`config.mk`:
```
export PLATFORM = sky130hd
export DESIGN_NAME = encoder_framer
export DESIGN_NICKNAME = d
export VERILOG_FILES = /design/src/rtl/encoder_framer.sv
export SDC_FILE = /design/constraint.sdc
export NUM_CORES = 1
export LEC_CHECK = 0
export CELL_PAD_IN_SITES_DETAIL_PLACEMENT = 2
export CELL_PAD_IN_SITES_GLOBAL_PLACEMENT = 2
export CORE_MARGIN = 10
export CORE_UTILIZATION = 40
export DETAILED_ROUTE_END_ITERATION = 12
export DONT_BUFFER_PORTS = 1
export PLACE_DENSITY_LB_ADDON = 0.1
export SLEW_MARGIN = 40
export SYNTH_ARGS = -nofsm -noshare
export SYNTH_HDL_FRONTEND = slang
export SYNTH_SLANG_ARGS = --single-unit
```
`constraint.sdc`:
```
create_clock -name clk_encoder -period 1.83 [get_ports clk_encoder]
set_input_delay 0.366 -clock clk_encoder [delete_from_list [all_inputs] [get_ports clk_encoder]]
set_output_delay 0.366 -clock clk_encoder [all_outputs]
set_load 0.01 [all_outputs]
```
`src/rtl/encoder_framer.sv`:
```
// Serial 32-bit payload in, Hamming(7,4)-encoded and interleaved 64-bit frame out, MSB first.
// Define ENCODER_FRAME_PARITY_EN to fill frame[63:56] with per-codeword even parity.
module encoder_framer (
    input  logic clk_encoder,
    input  logic rst_n,
    input  logic encoder_data_valid,
    input  logic data_encoder_in,
    output logic encoder_data_ready,
    output logic encoder_out_valid,
    output logic data_encoder_out,
    output logic encoder_frame_done
);

    localparam logic [0:0] ST_IDLE = 1'b0;
    localparam logic [0:0] ST_SEND = 1'b1;

    localparam logic [4:0] IN_LAST  = 5'd31;
    localparam logic [5:0] OUT_LAST = 6'd63;

    function automatic logic [6:0] hamming74(input logic [3:0] d);
        logic p1, p2, p4;
        p1 = d[0] ^ d[1] ^ d[3];
        p2 = d[0] ^ d[2] ^ d[3];
        p4 = d[1] ^ d[2] ^ d[3];
        return {d[3], d[2], d[1], p4, d[0], p2, p1};
    endfunction

    // Bit m of every codeword lands in frame byte m, so a burst error in the
    // serial stream hits each codeword at most once per byte.
    function automatic logic [63:0] build_frame(input logic [31:0] pay);
        logic [63:0] f;
        logic [6:0]  cw;
        f = '0;
        for (int k = 0; k < 8; k++) begin
            cw = hamming74(pay[4*k +: 4]);
            for (int m = 0; m < 7; m++) begin
                f[8*m + k] = cw[m];
            end
`ifdef ENCODER_FRAME_PARITY_EN
            f[56 + k] = ^cw;
`endif
        end
        return f;
    endfunction

    logic [31:0] payload_q, payload_d;
    logic [4:0]  in_cnt_q,  in_cnt_d;
    logic        in_full_q, in_full_d;
    logic [0:0]  state_q,   state_d;
    logic [5:0]  out_cnt_q, out_cnt_d;
    logic [63:0] shift_q,   shift_d;

    logic accept;
    logic last_bit;
    logic load;

    assign accept   = encoder_data_valid && !in_full_q;
    assign last_bit = (state_q == ST_SEND) && (out_cnt_q == OUT_LAST);
    assign load     = in_full_q && ((state_q == ST_IDLE) || last_bit);

    // NOTE: every _d gets its hold value first so no path through this block
    // leaves a signal unassigned, which would otherwise infer a latch.
    always_comb begin
        payload_d = payload_q;
        in_cnt_d  = in_cnt_q;
        in_full_d = in_full_q;
        state_d   = state_q;
        out_cnt_d = out_cnt_q;
        shift_d   = shift_q;

        // accept and load are mutually exclusive: one needs in_full low, the other high.
        if (accept) begin
            payload_d = {payload_q[30:0], data_encoder_in};
            in_cnt_d  = in_cnt_q + 5'd1;
            if (in_cnt_q == IN_LAST) begin
                in_full_d = 1'b1;
            end
        end

        if (load) begin
            shift_d   = build_frame(payload_q);
            out_cnt_d = '0;
            state_d   = ST_SEND;
            in_full_d = 1'b0;
        end else if (state_q == ST_SEND) begin
            shift_d   = {shift_q[62:0], 1'b0};
            out_cnt_d = out_cnt_q + 6'd1;
            if (last_bit) begin
                state_d = ST_IDLE;
            end
        end
    end

    // NOTE: state updates use non-blocking assignments so every register samples
    // the pre-edge values regardless of statement order.
    always_ff @(posedge clk_encoder or negedge rst_n) begin
        if (!rst_n) begin
            payload_q <= '0;
            in_cnt_q  <= '0;
            in_full_q <= 1'b0;
            state_q   <= ST_IDLE;
            out_cnt_q <= '0;
            shift_q   <= '0;
        end else begin
            payload_q <= payload_d;
            in_cnt_q  <= in_cnt_d;
            in_full_q <= in_full_d;
            state_q   <= state_d;
            out_cnt_q <= out_cnt_d;
            shift_q   <= shift_d;
        end
    end

    assign encoder_data_ready = !in_full_q;
    assign encoder_out_valid  = (state_q == ST_SEND);
    assign data_encoder_out   = encoder_out_valid && shift_q[63];
    assign encoder_frame_done = last_bit;

endmodule

```
==> flow_summary.json <==
{
  "grt.total_usage": 0.147,
  "worstPathMaxFanout": 3,
  "syn_area_per_cell_um2": 12.1,
  "fin_ws_ns": 0.0518,
  "required_ns": 1.46,
  "via_count": 3848,
  "drive_above_1_share": 0.365,
  "synth_area_um2": 6110,
  "route.met2.wl_um": 6930,
  "place_ws_ns": 0.0203,
  "synth.area.mux_share": 0.167,
  "layout.cells.most_common_list": "108 x dfrtp_1, 64 x mux2i_1, 58 x nand2_1",
  "grt_antenna_before_repair": 0,
  "drv_cap": 0,
  "post-dp-hpwl_um": 9460,
  "wirelength_um": 14100,
  "hp-class": "primary input to async pin",
  "netlist_top_cells_area": "dfrtp_1 45%, mux2i_1 10%, a22oi_2 10%, a21oi_2 7.3%, xnor2_1 6.4%",
  "gp_congestion": 0.702,
  "cts_buffer_depth": 2,
  "antenna_left": 0,
  "synthCells": 506,
  "finalHoldViolations": 109,
  "synth_top_family_by_area": "compound AO/OA/AOI/OAI gates",
  "clkLatencyLatePin_ns": 0.35,
  "grt_pass1_vias": 4293,
  "synth_top_area_frac": 0.446,
  "setup_viol": 0,
  "r2r_start": "out_cnt_q[0]",
  "top_layer": "met4",
  "h-tree-depth": 3,
  "clock_skew_ns": 0.00527,
  "critical_path.startpoint": "out_cnt_q[0]",
  "end_kind": "primary output",
  "antenna_cells": 0,
  "peakVddDrop_uv": 771,
  "synthAdderAreaFrac": 0.00614,
  "p_seq_frac": 0.360,
  "path_class": "register to primary output",
  "rows": 45,
  "yosysTopAreaCell": "dfrtp_1",
  "p_leak_nw": 2.75,
  "route.met3.wl_um": 200,
  "start_util": 0.405,
  "p_int_mw": 8.17,
  "die_w_um": 144,
  "first_iter_violations": 207,
  "synth-edff-count": 0,
  "final_common_cell": "dfrtp_1",
  "worst-slew-pin-transition_ns": 0.458,
  "drcViolationCount": 0,
  "avgViaCountPerCell": 5.52,
  "swShare": 0.416,
  "clkSlewWorstSetupHoldPaths_ns": 0.07,
  "setup_tns_ns": 0,
  "ys_ff_latch": 109,
  "synth_nets": 513,
  "clock_sinks": 109,
  "core_area_um2": 15100,
  "final_area_um2": 6630,
  "fp.dieH_um": 144,
  "yosysWarnings": 0,
  "start_kind": "register",
  "yosys.area_share.simple": 0.0503,
  "critical_path_arrival_ns": 1.41,
  "synth-compound-area-share": 0.212,
  "clock.fmax_mhz": 562,
  "slew_viol_final": 0,
  "synthArstFlopShare": 1.00,
  "wl_met1_um": 6740,
  "cts_tree": "built",
  "avgRoutedWirePerCell_um": 20.2,
  "fin_crit_sh": 0.972,
  "slew_headroom": 0.695,
  "cts-root-buf": "clkbuf_16",
  "ys_seq_area_frac": 0.446,
  "power.switching_mw": 5.81,
  "status": "finished, violations left",
  "combPwrFrac": 0.508,
  "area.growth.synth_to_final_pct": 8.41,
  "synth_xor_area_frac": 0.0673,
  "grt_remaining_overflow": 0,
  "grt_setup_unrepaired": "yes",
  "grt_pass1_wl_um": 23700,
  "dieArea_um2": 20600,
  "synth_flop_cell": "dfrtp_1",
  "synth_cell_type_count": 34,
  "fin_crit_ns": 1.78,
  "io_pins": 8,
  "place_area_um2": 6290,
  "io_buffer_count": 0,
  "first_pass_iters": 4,
  "numCtsBuffers": 9,
  "fin_nets": 512,
  "violations": "hold timing",
  "holdWs_ns": -0.299,
  "clock_power_share": 0.133,
  "power_density_nw_per_um2": 2110,
  "grt_max_degree": 110
}
## power by group through the flow
stage          logic [mW]  registers [mW]  clock network [mW]
2_1_floorplan        6.05            4.55                   0
3_3_place_gp         6.81            5.01                   0
3_5_place_dp         7.07            5.10                   0
4_1_cts              7.16            5.05                1.94
5_1_grt              7.84            5.24                2.04
6_report             7.10            5.03                1.86
## through the flow
step,utilization,std cells,power (mW)
2_1_floorplan,-,506,10.6
3_5_place_dp,0.417,677,12.2
3_3_place_gp,0.417,677,11.8
5_1_grt,0.439,697,15.1
4_1_cts,0.437,694,14.2
6_report,0.439,697,14.0
## final timing paths
path	end	slack [ns]	cells past startpoint
setup / recovery	encoder_frame_done	0.05	5
max in group asynchronous	shift_q[1]	1.93	0
hold reg to reg	in_cnt_q[3]	0.47	1
hold / removal	shift_q[60]	-0.30	0
min in group clk_encoder	payload_q[0]	0.17	1
setup reg to reg	shift_q[41]	0.08	6
## cells in the mapped netlist, types with 2 or more instances
master    instances
dfrtp_1         109
buf_6             2
xor2_1            2
xnor2_1          45
a21oi_2          51
clkbuf_1          2
nor2_1           10
buf_4             4
buf_2            20
inv_2             2
nand2_1          58
a21oi_1          19
clkbuf_4          4
a22oi_2          51
mux2_2           34
buf_12            5
o21ai_0           4
a221o_1           3
ha_1              3
mux2i_1          64
## cell type report
type                    instances  area, um^2
flip-flops and latches        109        2730
well taps                     188         235
fillers                      1529        8460
clock buffers                  13         260
inverters                       2        12.5
multi-input cells             357        3100
clock inverters                 2        10.0
repair buffers                 26         278
## critical path: stages (launching register included)
cell and delay [ns]:
dfrtp_1 0.37, ha_2 0.20, buf_6 0.11, nand3_4 0.09
nor3_2 0.16, buf_4 0.14
## kinds of logic (layout without fill, tap and decap cells)
logic type,Yosys count,count (layout)
muxes,98,98
AOI/OAI and AO/OA,133,133
and+or+nand+nor,76,76
adders and majority gates,3,3
xor gates and xnor gates,47,47
buffers and inverters,40,43
DFF,109,109
## flip-flops by register name, summed over array words and instances, names as in the netlist
name / count
encoder_out_valid: 1
in_full_q: 1
payload_q: 32
shift_q: 64
out_cnt_q: 6
in_cnt_q: 5
## layer usage
metal | GRT usage | vias up
met1 | 0.196 | 2019
li1 | - | 1802
met5 | 0 | -
met3 | 0.0198 | 12
met2 | 0.238 | 15
met4 | 0.0516 | 0
## what timing repair did
action,CTS,global route
resized for setup,3,3
hold endpoints to repair,109,109
endpoints found under the setup margin,1,6
cloned,0,0
pin swaps,1,2
buffers inserted,2,3
(Power assumes the default switching activity.)
